===== config.mk =====
export PLATFORM = sky130hd
export DESIGN_NAME = mem_bus_arbiter
export DESIGN_NICKNAME = d
export VERILOG_FILES = /design/src/rtl/mem_arb_pkg.sv /design/src/rtl/arb_wait_cnt.sv /design/src/rtl/mem_bus_arbiter.sv
export SDC_FILE = /design/constraint.sdc
export NUM_CORES = 1
export LEC_CHECK = 0
export CAP_MARGIN = 20
export CORE_MARGIN = 4
export CORE_UTILIZATION = 35
export DETAILED_ROUTE_END_ITERATION = 10
export PLACE_DENSITY = 0.69
export SYNTH_ARGS = -nofsm -noshare
export SYNTH_HDL_FRONTEND = slang
export SYNTH_SLANG_ARGS = --single-unit

===== constraint.sdc =====
create_clock -name clock -period 4.61 [get_ports clock]
set_input_delay 0.922 -clock clock [delete_from_list [all_inputs] [get_ports clock]]
set_output_delay 0.922 -clock clock [all_outputs]
set_load 0.01 [all_outputs]

===== src/rtl/mem_arb_pkg.sv =====
// +----------------------------------------------------------------------+
// | mem_arb_pkg: shared FSM encodings and owner constants for the        |
// | memory bus arbiter.                                                  |
// | Revision: 1.0                                                        |
// +----------------------------------------------------------------------+
`default_nettype none

package mem_arb_pkg;

  typedef enum logic [1:0] {
    ARB_IDLE   = 2'b00,
    ARB_ACCESS = 2'b01,
    ARB_DONE   = 2'b11
  } arb_state_t;

  localparam logic OWN_CPU = 1'b0;
  localparam logic OWN_DBG = 1'b1;

  localparam int WAIT_CYCLES_MAX = 15;

endpackage

`default_nettype wire


===== src/rtl/arb_wait_cnt.sv =====
// +----------------------------------------------------------------------+
// | arb_wait_cnt: 4-bit loadable down-counter with zero flag that times  |
// | the memory strobe.                                                   |
// | Revision: 1.0                                                        |
// +----------------------------------------------------------------------+
`default_nettype none

module arb_wait_cnt (
  input  logic       clock,
  input  logic       reset,
  input  logic       load,
  input  logic [3:0] load_val,
  input  logic       dec,
  output logic       zero
);

  logic [3:0] r_count;

  always_ff @(posedge clock or posedge reset) begin
    if (reset) begin
      r_count <= 4'd0;
    end else if (load) begin
      r_count <= load_val;
    end else if (dec && (r_count != 4'd0)) begin
      r_count <= r_count - 4'd1;
    end
  end

  assign zero = (r_count == 4'd0);

endmodule

`default_nettype wire


===== src/rtl/mem_bus_arbiter.sv =====
// +----------------------------------------------------------------------+
// | mem_bus_arbiter: CPU/debug arbiter and sequencer for the external    |
// | memory port. MEM_ARB_RR_EN selects round-robin, else CPU priority.   |
// | Revision: 1.0                                                        |
// +----------------------------------------------------------------------+
`default_nettype none

module mem_bus_arbiter
  import mem_arb_pkg::*;
#(
  parameter int AW          = 16,
  parameter int DW          = 16,
  parameter int WAIT_CYCLES = 1
) (
  input  logic          clock,
  input  logic          reset,
  input  logic          cpu_req,
  input  logic          cpu_we,
  input  logic [AW-1:0] cpu_addr,
  input  logic [DW-1:0] cpu_wdata,
  output logic          cpu_gnt,
  output logic          cpu_done,
  output logic [DW-1:0] cpu_rdata,
  input  logic          dbg_req,
  input  logic          dbg_we,
  input  logic [AW-1:0] dbg_addr,
  input  logic [DW-1:0] dbg_wdata,
  output logic          dbg_gnt,
  output logic          dbg_done,
  output logic [DW-1:0] dbg_rdata,
  output logic [AW-1:0] mem_addr,
  output logic [DW-1:0] mem_wdata,
  input  logic [DW-1:0] mem_rdata,
  output logic          mem_rd,
  output logic          mem_wr
);

  // Out-of-range parameter values are clamped so the 4-bit counter can't wrap
  localparam int         C_WAIT_EFF  = (WAIT_CYCLES > WAIT_CYCLES_MAX) ? WAIT_CYCLES_MAX :
                                       ((WAIT_CYCLES < 1) ? 1 : WAIT_CYCLES);
  localparam logic [3:0] C_WAIT_LOAD = 4'(C_WAIT_EFF - 1);

  arb_state_t r_state;
  logic       r_owner;
  logic       r_we;
  logic       w_any_req;
  logic       w_pick;
  logic       w_pick_we;
  logic       w_cnt_load;
  logic       w_cnt_dec;
  logic       w_cnt_zero;

  assign w_any_req = cpu_req | dbg_req;

`ifdef MEM_ARB_RR_EN
  logic r_last_owner;

  always_comb begin
    w_pick = OWN_CPU;
    if (cpu_req && dbg_req) begin
      w_pick = ~r_last_owner;
    end else if (dbg_req) begin
      w_pick = OWN_DBG;
    end
  end

  always_ff @(posedge clock or posedge reset) begin
    if (reset) begin
      r_last_owner <= OWN_DBG;
    end else if ((r_state == ARB_IDLE) && w_any_req) begin
      r_last_owner <= w_pick;
    end
  end
`else
  always_comb begin
    w_pick = OWN_CPU;
    if (!cpu_req && dbg_req) begin
      w_pick = OWN_DBG;
    end
  end
`endif

  assign w_pick_we  = (w_pick == OWN_DBG) ? dbg_we : cpu_we;
  assign w_cnt_load = (r_state == ARB_IDLE) && w_any_req;
  assign w_cnt_dec  = (r_state == ARB_ACCESS) && !w_cnt_zero;

  arb_wait_cnt u_wait_cnt (
    .clock    (clock),
    .reset    (reset),
    .load     (w_cnt_load),
    .load_val (C_WAIT_LOAD),
    .dec      (w_cnt_dec),
    .zero     (w_cnt_zero)
  );

  always_ff @(posedge clock or posedge reset) begin
    if (reset) begin
      r_state   <= ARB_IDLE;
      r_owner   <= OWN_CPU;
      r_we      <= 1'b0;
      mem_addr  <= '0;
      mem_wdata <= '0;
      mem_rd    <= 1'b0;
      mem_wr    <= 1'b0;
      cpu_gnt   <= 1'b0;
      dbg_gnt   <= 1'b0;
      cpu_done  <= 1'b0;
      dbg_done  <= 1'b0;
      cpu_rdata <= '0;
      dbg_rdata <= '0;
    end else begin
      cpu_done <= 1'b0;
      dbg_done <= 1'b0;
      case (r_state)
        ARB_IDLE: begin
          if (w_any_req) begin
            r_owner   <= w_pick;
            r_we      <= w_pick_we;
            mem_addr  <= (w_pick == OWN_DBG) ? dbg_addr  : cpu_addr;
            mem_wdata <= (w_pick == OWN_DBG) ? dbg_wdata : cpu_wdata;
            mem_rd    <= !w_pick_we;
            mem_wr    <= w_pick_we;
            cpu_gnt   <= (w_pick == OWN_CPU);
            dbg_gnt   <= (w_pick == OWN_DBG);
            r_state   <= ARB_ACCESS;
          end
        end
        ARB_ACCESS: begin
          if (w_cnt_zero) begin
            mem_rd <= 1'b0;
            mem_wr <= 1'b0;
            if (r_owner == OWN_CPU) begin
              cpu_done <= 1'b1;
              if (!r_we) cpu_rdata <= mem_rdata;
            end else begin
              dbg_done <= 1'b1;
              if (!r_we) dbg_rdata <= mem_rdata;
            end
            r_state <= ARB_DONE;
          end
        end
        ARB_DONE: begin
          cpu_gnt <= 1'b0;
          dbg_gnt <= 1'b0;
          r_state <= ARB_IDLE;
        end
        default: begin
          mem_rd  <= 1'b0;
          mem_wr  <= 1'b0;
          cpu_gnt <= 1'b0;
          dbg_gnt <= 1'b0;
          r_state <= ARB_IDLE;
        end
      endcase
    end
  end

endmodule

`default_nettype wire


==> summary.md <==
| Metric | Value |
|---|---|
| Synth area leaders | `dfrtp_1 56%, mux2_2 28%, mux2_4 4.3%, a21oi_1 1.2%, clkbuf_1 0.98%` |
| Setup TNS | `0 ns` |
| CTS resizes | `0` |
| Power Dens Cells | `612.5 nW/µm²` |
| Setup Viol. Count Final | `0` |
| Avg WL per Cell | `16.35 µm` |
| Power, Total | `3.275 mW` |
| LEAKAGE | `2.223 nW` |
| Nets | `482` |
| Synth Register Bits | `78` |
| Clock sink total | `78` |
| Post-route cell area | `5348 µm²` |
| DP HPWL | `6.454 mm` |
| Most frequent cells in the layout | `155 x clkdlybuf4s50_1, 86 x mux2_2, 78 x dfrtp_1, 10 x mux2_4, 9 x clkbuf_8` |
| GR Util met3 | `3.419%` |
| Synth warn | `0` |
| Crit path required time | `4.84 ns` |
| DP Cell Count | `515` |
| # DRC | `0` |
| Die width | `107.4 µm` |
| Setup CP Type | `primary input to flip-flop` |
| Worst Setup End Kind | `flip-flop` |
| CP arrival | `3.04 ns` |
| Mapped Area | `3457 µm²` |
| Buffer depth of the longest clock path | `2` |
| CP Max Fanout | `33` |
| TritonCTS clock tree | `yes` |
| Clk Latency, worst-skew pair | `0.34 ns` |
| Vias/cell | `4.670` |
| Post-DRT Antenna Nets | `0` |
| Initial antenna violation count | `0` |
| Clk pwr share | `15.0%` |
| Hold_buf cts | `0` |
| Period utilization | `61.03%` |
| Internal power | `2.258 mW` |
| MaxCap Viol Count | `0` |
| RSZ-0062 raised after global routing | `no` |
| Clock period minus worst slack | `2.813 ns` |
| Area growth syn-to-layout | `54.69%` |
| Layout Cells excl Fill | `531` |
| Switching share of power | `31.06%` |
| Port Buffers | `155` |
| Number of distinct library cells after synthesis | `28` |
| DR pass1 iterations | `4` |
| Ant. Diodes | `0` |
| Met1 Track Usage GR | `18.52%` |
| Die Y-Extent | `107.4 µm` |
| Core area | `9684 µm²` |
| Worst vdd ir | `0.2295 mV` |
| CTS Root Cell | `clkbuf_8` |
| Site row count | `36` |
| Clk slew on worst S/H paths | `0.07 ns` |
| Share of the synthesized area in the top cell type | `56.46%` |
| Status | `finished clean` |
| Commonest non-fill, non-tap cell in the layout | `clkdlybuf4s50_1` |
| Final Hold Fails | `0` |
| Placer Congestion | `0.7147` |
| Synth area leader | `dfrtp_1` |
| Min-delay worst type | `flip-flop to flip-flop` |
| Boundary Pins | `156` |
| Slew margin rel. | `35.34%` |
| Starting density of the core | `35.70%` |
| Crit path launch type | `primary input` |
| Drt first-iter violations | `84` |
| Comb pwr share | `47.6%` |
| DRT Wirelength | `8.683 mm` |
| Gr usage total | `15.27%` |
| Layout cells sized above 1 | `29.65%` |
| Avg Cell Area, Syn | `14.53 µm²` |
| Post-CTS Setup Bufs | `0` |
| Busiest layer in global routing | `met2` |
| First-pass GRT wire length | `13.74 mm` |
| Vias after detailed routing | `2480` |
| Max-slew violations | `0` |
| Post-Synthesis Cells | `238` |
| Psw | `1.017 mW` |
| R2r setup slk | `1.97 ns` |
| Seq pwr share | `37.4%` |
| F_max | `0.3554 GHz` |
| Worst Tran Pin Value | `0.9670 ns` |
| Congestion Overflow GR | `0` |
| Area after DPL | `5142 µm²` |
| Layout Skew | `0.01600 ns` |
| Die area | `11530 µm²` |
| Worst Hold Slack | `0.5048 ns` |
| Post-synth net total | `326` |
| Clock buffer count from CTS | `9` |
| Met2 GRT Util | `26.68%` |
| Pin count of the biggest net entering global routing | `62` |
| CTS H-tree depth | `3` |
| Vias in the first global route | `2654` |
| Seq/Total Area, Yosys | `56.46%` |
==> cell type report <==
type                       instances  area [µm²]
multi-input combinational        139        1414
clock buffer                       9       123.9
fill                             836        4337
clock inverter                     6       61.31
tap                              133       166.4
timing repair buffer             158        1599
inverter                           8       31.28
sequential                        78        1952
==> worst paths after layout <==
kind	from	to	cells after the start
hold / removal	u_wait_cnt.r_count[3]	u_wait_cnt.r_count[3]	1
min in group asynchronous	reset	dbg_rdata[12]	2
max in group asynchronous	reset	r_state[0]	4
setup / recovery	dbg_req	mem_addr[10]	4
setup reg to reg	u_wait_cnt.r_count[0]	dbg_rdata[8]	5
hold reg to reg	u_wait_cnt.r_count[3]	u_wait_cnt.r_count[3]	1
==> sequential cells by signal (all words and copies together), names as in the netlist <==
name and flops:
cpu_done 1, r_owner 1, mem_wr 1, cpu_gnt 1, cpu_rdata 16, u_wait_cnt.r_count 4, r_we 1, mem_addr 16
mem_rd 1, dbg_done 1, dbg_gnt 1, mem_wdata 16, r_state 2, dbg_rdata 16
==> critical path, cell delays in order <==
cell and delay [ns]:
clkdlybuf4s50_1 0.59, nor2b_4 0.82, mux2_2 0.42, mux2_2 0.26
==> per-stage QoR <==
stage               util, %  setup WS, ns
floorplan                 -         1.693
global placement      53.10         1.442
detailed placement    53.10         1.391
CTS                   55.01         1.775
global route          55.22         1.654
finish                55.22         1.797
==> logic make-up (layout without fill, tap and decap cells) <==
group / count (synthesis) / count (layout) / synth area share [%]
multiplexers: 99 / 99 / 33.22
flip-flops: 78 / 78 / 56.46
AND/OR/NAND/NOR: 22 / 22 / 3.873
buffers and inverters: 21 / 181 / 3.040
AO/OA/AOI/OAI: 16 / 16 / 2.678
adder cells (fa/ha/maj): 2 / 2 / 0.7237
==> metal layers <==
metal,vias to the layer above,wire [µm]
li1,1157,-
met2,81,4531
met5,-,0
met3,7,535
met4,0,106
met1,1235,3509
==> cells in the mapped netlist <==
cell,count
nor3_1,4
or4_1,1
o21ai_0,3
dfrtp_1,78
nor2_1,4
mux2_2,86
nand2b_1,2
buf_6,1
a311oi_1,1
inv_1,8
mux2_4,10
buf_12,1
mux2i_1,3
nand4_1,1
ha_1,2
and3_1,1
or4_4,1
nor3_2,1
o2bb2ai_1,1
o31ai_1,1
clkbuf_1,9
nor3b_1,1
or3b_1,1
buf_2,2
nand3_1,2
nor2b_1,3
o22ai_1,2
a21oi_1,8
==> power by group through the flow <==
stage,logic (mW),registers [mW],clock network [mW]
2_1_floorplan,0.617,1.35,0
3_3_place_gp,1.55,1.23,0
3_5_place_dp,1.59,1.24,0
4_1_cts,1.59,1.23,0.513
5_1_grt,1.67,1.27,0.543
6_report,1.56,1.22,0.492
Power figures use the tool's default switching activity.
